===== src/rtl/decoder_scan_nto2n_if.sv =====
// Bus bundle for decoder_scan_nto2n: select handshake, scan control and decoded outputs.
interface decoder_scan_nto2n_if #(
  parameter int SEL_W   = 4,
  parameter int NUM_OUT = 16,
  parameter int DWELL_W = 8
);
  logic               enable;
  logic               mode;
  logic               sel_valid;
  logic               sel_ready;
  logic [SEL_W-1:0]   sel;
  logic [DWELL_W-1:0] dwell;
  logic [NUM_OUT-1:0] o;
  logic [SEL_W-1:0]   o_idx;
  logic               o_valid;
  logic               wrap;
  logic               err;

  modport master (
    output enable, mode, sel_valid, sel, dwell,
    input  sel_ready, o, o_idx, o_valid, wrap, err
  );

  modport slave (
    input  enable, mode, sel_valid, sel, dwell,
    output sel_ready, o, o_idx, o_valid, wrap, err
  );
endinterface


===== src/rtl/decoder_scan_nto2n.sv =====
// Registered N-to-NUM_OUT one-hot decoder with DIRECT (handshaked select) and SCAN (auto-walk) modes.
// Optional per-index scan dwell enabled by defining SCAN_DWELL_EN.
//   state     | meaning
//   ST_IDLE   | disabled or switching mode; outputs inactive
//   ST_DIRECT | accept sel each cycle, decode one cycle later
//   ST_SCAN   | walk o_idx 0..NUM_OUT-1, wrap pulses on return to 0
module decoder_scan_nto2n #(
  parameter int SEL_W      = 4,
  parameter int NUM_OUT    = 16,
  parameter int DWELL_W    = 8,
  parameter int ACTIVE_LOW = 0
) (
  input  logic                 clk,
  input  logic                 rst_n,
  decoder_scan_nto2n_if.slave  bus
);

  typedef enum logic [1:0] {
    ST_IDLE   = 2'd0,
    ST_DIRECT = 2'd1,
    ST_SCAN   = 2'd2
  } state_t;

  localparam logic [SEL_W:0]   NUM_OUT_X = (SEL_W+1)'(NUM_OUT);
  localparam logic [SEL_W-1:0] LAST_IDX  = SEL_W'(NUM_OUT - 1);
  localparam logic             AL        = (ACTIVE_LOW != 0);

  state_t             state_q, state_d;
  logic [NUM_OUT-1:0] o_q, o_d, hot;
  logic [SEL_W-1:0]   o_idx_q, o_idx_d;
  logic               o_valid_q, o_valid_d;
  logic               wrap_q, wrap_d;
  logic               err_q, err_d;
  logic               sel_ready_q, sel_ready_d;
  logic               accept;
  logic               advance;

`ifdef SCAN_DWELL_EN
  logic [DWELL_W-1:0] cnt_q, cnt_d, dwell_load;

  // dwell==0 is treated as a one-cycle dwell
  assign dwell_load = (bus.dwell == '0) ? '0 : bus.dwell - DWELL_W'(1);
  assign advance    = (cnt_q == '0);

  always_ff @(posedge clk or negedge rst_n) begin
    if (!rst_n) cnt_q <= '0;
    else        cnt_q <= cnt_d;
  end
`else
  logic unused_dwell;
  assign unused_dwell = ^bus.dwell;
  assign advance      = 1'b1;
`endif

  assign accept = sel_ready_q & bus.sel_valid;

  always_ff @(posedge clk or negedge rst_n) begin
    if (!rst_n) state_q <= ST_IDLE;
    else        state_q <= state_d;
  end

  always_comb begin
    state_d = state_q;
    case (state_q)
      ST_IDLE:   if (bus.enable) state_d = bus.mode ? ST_SCAN : ST_DIRECT;
      ST_DIRECT: if (!bus.enable || bus.mode) state_d = ST_IDLE;
      ST_SCAN:   if (!bus.enable || !bus.mode) state_d = ST_IDLE;
      default:   state_d = ST_IDLE;
    endcase
  end

  // Output flops are loaded from the next state so mode entry is visible in the first cycle.
  always_comb begin
    o_idx_d     = o_idx_q;
    o_valid_d   = o_valid_q;
    wrap_d      = 1'b0;
    err_d       = 1'b0;
    sel_ready_d = (state_d == ST_DIRECT);
`ifdef SCAN_DWELL_EN
    cnt_d       = '0;
`endif
    case (state_d)
      ST_DIRECT: begin
        if (accept) begin
          if ({1'b0, bus.sel} < NUM_OUT_X) begin
            o_idx_d   = bus.sel;
            o_valid_d = 1'b1;
          end else begin
            o_valid_d = 1'b0;
            err_d     = 1'b1;
          end
        end
      end
      ST_SCAN: begin
        o_valid_d = 1'b1;
        if (state_q != ST_SCAN) begin
          o_idx_d = '0;
`ifdef SCAN_DWELL_EN
          cnt_d   = dwell_load;
`endif
        end else if (advance) begin
          wrap_d  = (o_idx_q == LAST_IDX);
          o_idx_d = wrap_d ? '0 : o_idx_q + SEL_W'(1);
`ifdef SCAN_DWELL_EN
          cnt_d   = dwell_load;
        end else begin
          cnt_d   = cnt_q - DWELL_W'(1);
`endif
        end
      end
      default: begin
        o_idx_d   = '0;
        o_valid_d = 1'b0;
      end
    endcase

    hot = '0;
    for (int i = 0; i < NUM_OUT; i++) begin
      hot[i] = o_valid_d && (o_idx_d == SEL_W'(i));
    end
    o_d = AL ? ~hot : hot;
  end

  always_ff @(posedge clk or negedge rst_n) begin
    if (!rst_n) begin
      o_q         <= {NUM_OUT{AL}};
      o_idx_q     <= '0;
      o_valid_q   <= 1'b0;
      wrap_q      <= 1'b0;
      err_q       <= 1'b0;
      sel_ready_q <= 1'b0;
    end else begin
      o_q         <= o_d;
      o_idx_q     <= o_idx_d;
      o_valid_q   <= o_valid_d;
      wrap_q      <= wrap_d;
      err_q       <= err_d;
      sel_ready_q <= sel_ready_d;
    end
  end

  assign bus.o         = o_q;
  assign bus.o_idx     = o_idx_q;
  assign bus.o_valid   = o_valid_q;
  assign bus.wrap      = wrap_q;
  assign bus.err       = err_q;
  assign bus.sel_ready = sel_ready_q;

endmodule


===== src/flat_wrapper.sv =====
// flat-port wrapper written by rule: the top's interface ports become plain ports
module decoder_scan_nto2n_flat 
#(
  parameter int SEL_W      = 4,
  parameter int NUM_OUT    = 16,
  parameter int DWELL_W    = 8,
  parameter int ACTIVE_LOW = 0
)
  (clk, rst_n, bus_enable, bus_mode, bus_sel_valid, bus_sel, bus_dwell, bus_sel_ready, bus_o, bus_o_idx, bus_o_valid, bus_wrap, bus_err);
  decoder_scan_nto2n_if #(.SEL_W(SEL_W), .NUM_OUT(NUM_OUT), .DWELL_W(DWELL_W)) bus_i ();
  input  logic clk;
  input  logic rst_n;
  input wire logic [$bits(bus_i.enable)-1:0] bus_enable;
  input wire logic [$bits(bus_i.mode)-1:0] bus_mode;
  input wire logic [$bits(bus_i.sel_valid)-1:0] bus_sel_valid;
  input wire logic [$bits(bus_i.sel)-1:0] bus_sel;
  input wire logic [$bits(bus_i.dwell)-1:0] bus_dwell;
  output wire logic [$bits(bus_i.sel_ready)-1:0] bus_sel_ready;
  output wire logic [$bits(bus_i.o)-1:0] bus_o;
  output wire logic [$bits(bus_i.o_idx)-1:0] bus_o_idx;
  output wire logic [$bits(bus_i.o_valid)-1:0] bus_o_valid;
  output wire logic [$bits(bus_i.wrap)-1:0] bus_wrap;
  output wire logic [$bits(bus_i.err)-1:0] bus_err;
  assign bus_i.enable = bus_enable;
  assign bus_i.mode = bus_mode;
  assign bus_i.sel_valid = bus_sel_valid;
  assign bus_i.sel = bus_sel;
  assign bus_i.dwell = bus_dwell;
  assign bus_sel_ready = bus_i.sel_ready;
  assign bus_o = bus_i.o;
  assign bus_o_idx = bus_i.o_idx;
  assign bus_o_valid = bus_i.o_valid;
  assign bus_wrap = bus_i.wrap;
  assign bus_err = bus_i.err;
  decoder_scan_nto2n #(.SEL_W(SEL_W), .NUM_OUT(NUM_OUT), .DWELL_W(DWELL_W), .ACTIVE_LOW(ACTIVE_LOW)) u_core (.clk(clk), .rst_n(rst_n), .bus(bus_i));
endmodule

===== config.mk =====
export PLATFORM = sky130hd
export DESIGN_NAME = decoder_scan_nto2n_flat
export DESIGN_NICKNAME = d
export VERILOG_FILES = /design/src/rtl/decoder_scan_nto2n_if.sv /design/src/rtl/decoder_scan_nto2n.sv /design/src/flat_wrapper.sv
export SDC_FILE = /design/constraint.sdc
export NUM_CORES = 1
export LEC_CHECK = 0
export CORE_ASPECT_RATIO = 1.25
export CORE_MARGIN = 2
export CORE_UTILIZATION = 45
export DETAILED_ROUTE_END_ITERATION = 6
export PLACE_DENSITY = 0.85
export SLEW_MARGIN = 20
export SYNTH_ARGS = -nofsm -noshare
export SYNTH_HDL_FRONTEND = slang
export SYNTH_SLANG_ARGS = --single-unit

===== constraint.sdc =====
create_clock -name clk -period 3.75 [get_ports clk]
set_input_delay 0.75 -clock clk [delete_from_list [all_inputs] [get_ports clk]]
set_output_delay 0.75 -clock clk [all_outputs]
set_load 0.05 [all_outputs]

==> run_results.csv <==
group,metric,value,unit
outcome,status,"complete, no violations",
worst_setup_path,critPathLaunch,"bus_enable",
synthesis,synth_edf_count,0,
power,internal_power,0.3282,mW
sta,finalHoldViolCount,0,
worst_setup_path,critical_path.max_stage_delay,470,ps
power,comb_power_share,9.5,%
synthesis,ys_seq_area_share,57.54,%
synthesis,ys_dominant_reg_cell,"dfrtp_1",
synthesis,yosys_warnings,0,
sta,tns,0,ps
worst_setup_path,reg2reg_slack,1320,ps
place,dp_slack,582.5,ps
synthesis,synth_nets,113,
sta,fin_crit,2889,ps
detailed_routing,drt_iter0_markers,9,
layout,final_common_cell,"clkdlybuf4s50_1",
clocking,cts_tree,"done",
sta,fmax,346.1,MHz
place,globalplace.congestion,0.8477,
die,fp.dieW,47.97,um
clocking,clkTransAtPathRegs,120,ps
layout,num-nets-final,145,
clocking,post_cts_buffers,0,
sta,maxSlewHeadroom,55.69,%
sta,report.final.slew_viol_count,0,
power,power_frac_seq,64.1,%
sta,skew,3.497,ps
clocking,cts_root_buf,"clkbuf_4",
sta,setup_viol,0,
synthesis,ys_ff_latch,25,
sta,finalCritPeriodShare,77.04,%
worst_setup_path,path_buf_inv,2,
synthesis,synthArstFlopShare,100.0,%
flow_run,cap_violations,0,
worst_setup_path,r2r-start,"u_core.state_q[1]",
layout,layout_common_cells,"clkdlybuf4s50_1 (30), dfrtp_1 (25), nor3_1 (13)",
global_routing,track_usage,16.52,%
die,die_y,58.96,um
power,leakagePower,0.6122,nW
clocking,htreeDepth,1,
place,place_hpwl,1545,um
sta,worst_pin_slew,664.6,ps
global_routing,antenna_found_initial,0,
clocking,clk_latency,310,ps
worst_setup_path,path_cells,"clkdlybuf4s50_1 -> or3b_2 -> inv_1 -> ha_1 -> nor2_1 -> a211oi_2 -> nand4_1 -> nor4_1",
layout,final_layout_size_suffix_gt1_share,12.10,%
global_routing,grt_pass1_vias,786,
sta,rsz0062_at_grt,"no",
clocking,numCtsBuffers,3,
synthesis,ys_types,37,
detailed_routing,drtPass1Iterations,4,
detailed_routing,dr_total_vias,852,
die,io_pins,41,
power,p_switching,0.09977,mW
detailed_routing,wl,2012,um
power,p_clk_share,26.4,%
worst_setup_path,worstSetupPathType,"in -> reg",
synthesis,syn-cell-area,0.001087,mm2
clocking,cts_sinks,25,
die,core_area,0.002235,mm2
global_routing,grt_pass1_wl,3332,um
synthesis,syn_area_per_cell,11.69,um2
power,peakVddDrop,0.0002196,V
die,start_util,48.66,%
layout,nFillCells,199,
synthesis,synthCells,93,
global_routing,grt_max_degree,26,
layout,antenna_cells,0,
die,die-area,0.002828,mm2
worst_setup_path,cp_slowest_cell,"clkdlybuf4s50_1",
detailed_routing,wl_per_cell,12.98,um
power,total_power,0.4280,mW
worst_setup_path,critical_path.startpoint_type,"input pin",
die,rows,19,
layout,syn2layout_area_growth,31.53,%
power,powerDensity,299.3,mW/mm2
detailed_routing,drcViolationCount,0,
worst_setup_path,cp.arrival,3090,ps
sta,worst_slack,861.0,ps
worst_setup_path,end_kind,"flop",
detailed_routing,final_antenna_net_count,0,
clocking,ctsResizeCount,0,
worst_setup_path,cp.required,3950,ps
worst_setup_path,worstPathMaxFanout,12,
power,switching_share,23.31,%
detailed_routing,viasPerCell,5.497,
place,io_buffers,31,
clocking,hold_buffers,0,
clocking,cts_buffer_depth,2,
global_routing,grt_overflow,0,
worst_setup_path,cp_top_family,"simple AND/OR/NAND/NOR gates",
min_path,hold_class,"in -> async",
## Yosys cell counts, types with 2 or more instances
library cell	count	area, um2
nand3_1	2	10.01
nand2_1	2	7.510
nor2_1	6	22.52
nor4_1	4	25.02
o211ai_1	3	22.52
dfrtp_1	25	625.6
nand4_1	3	18.77
inv_1	3	11.26
a31oi_1	2	12.51
nor3_1	13	65.06
and4_1	2	17.52
ha_1	3	37.54
## layer usage
layer	GRT usage [%]	share of wire, %
met1	21.49	43
met2	27.24	51
met3	2.761	5.2
met4	5.405	0.99
met5	0	0
## power groups by stage
stage	clock [mW]	sequential [mW]	combinational, mW
after floorplan	0	0.284	0.0173
after global placement	0	0.279	0.0406
after detailed placement	0	0.280	0.0413
after CTS	0.114	0.274	0.0416
after global routing	0.125	0.275	0.0447
final	0.113	0.274	0.0408
## path summary, 6_finish.rpt
kind                                       endpoint  depth (start not counted)
worst max register to register      u_core.bus.o[4]                          7
worst min register to register    u_core.state_q[1]                          2
worst min-delay path                u_core.bus.o[9]                          1
max in group asynchronous       u_core.bus.o_idx[2]                          1
worst max-delay path                u_core.bus.o[4]                          8
min in group clk                  u_core.state_q[1]                          2
## through the flow
| stage | cell area [um2] | hold WS, ps | instances | utilization, % |
|---|---|---|---|---|
| after global placement | 1409 | 532.1 | 151 | 63.05 |
| after detailed placement | 1409 | 557.3 | 151 | 63.05 |
| after global routing | 1430 | 443.3 | 155 | 64.00 |
| after floorplan | 1087 | 454.4 | 93 | - |
| final | 1430 | 397.9 | 155 | 64.00 |
| after CTS | 1435 | 573.9 | 155 | 64.22 |
## logic make-up after synthesis
group           after synthesis  synth area share (%)
compound gates               13                 10.82
xor+xnor                      2                 1.611
other cells                   1                0.3449
buf+inv                       7                 3.567
simple gates                 42                 22.67
fa+ha+maj                     3                 3.453
flops                        25                 57.54
## registers in the layout, summed over array words and instances, names as in the netlist
name / flops
u_core.bus.wrap: 1
u_core.state_q: 2
u_core.bus.o: 16
u_core.bus.o_idx: 4
u_core.bus.o_valid: 1
u_core.bus.sel_ready: 1
## layout make-up
cell class | instances | area (um2) | share of cell area (%)
inverter | 3 | 11.26 | 0.7874
sequential | 25 | 625.6 | 43.74
clock buffer | 4 | 26.28 | 1.837
tap | 31 | 38.79 | 2.712
timing repair buffer | 31 | 305.3 | 21.35
multi-input combinational | 61 | 422.9 | 29.57
(Power assumes the default switching activity.)
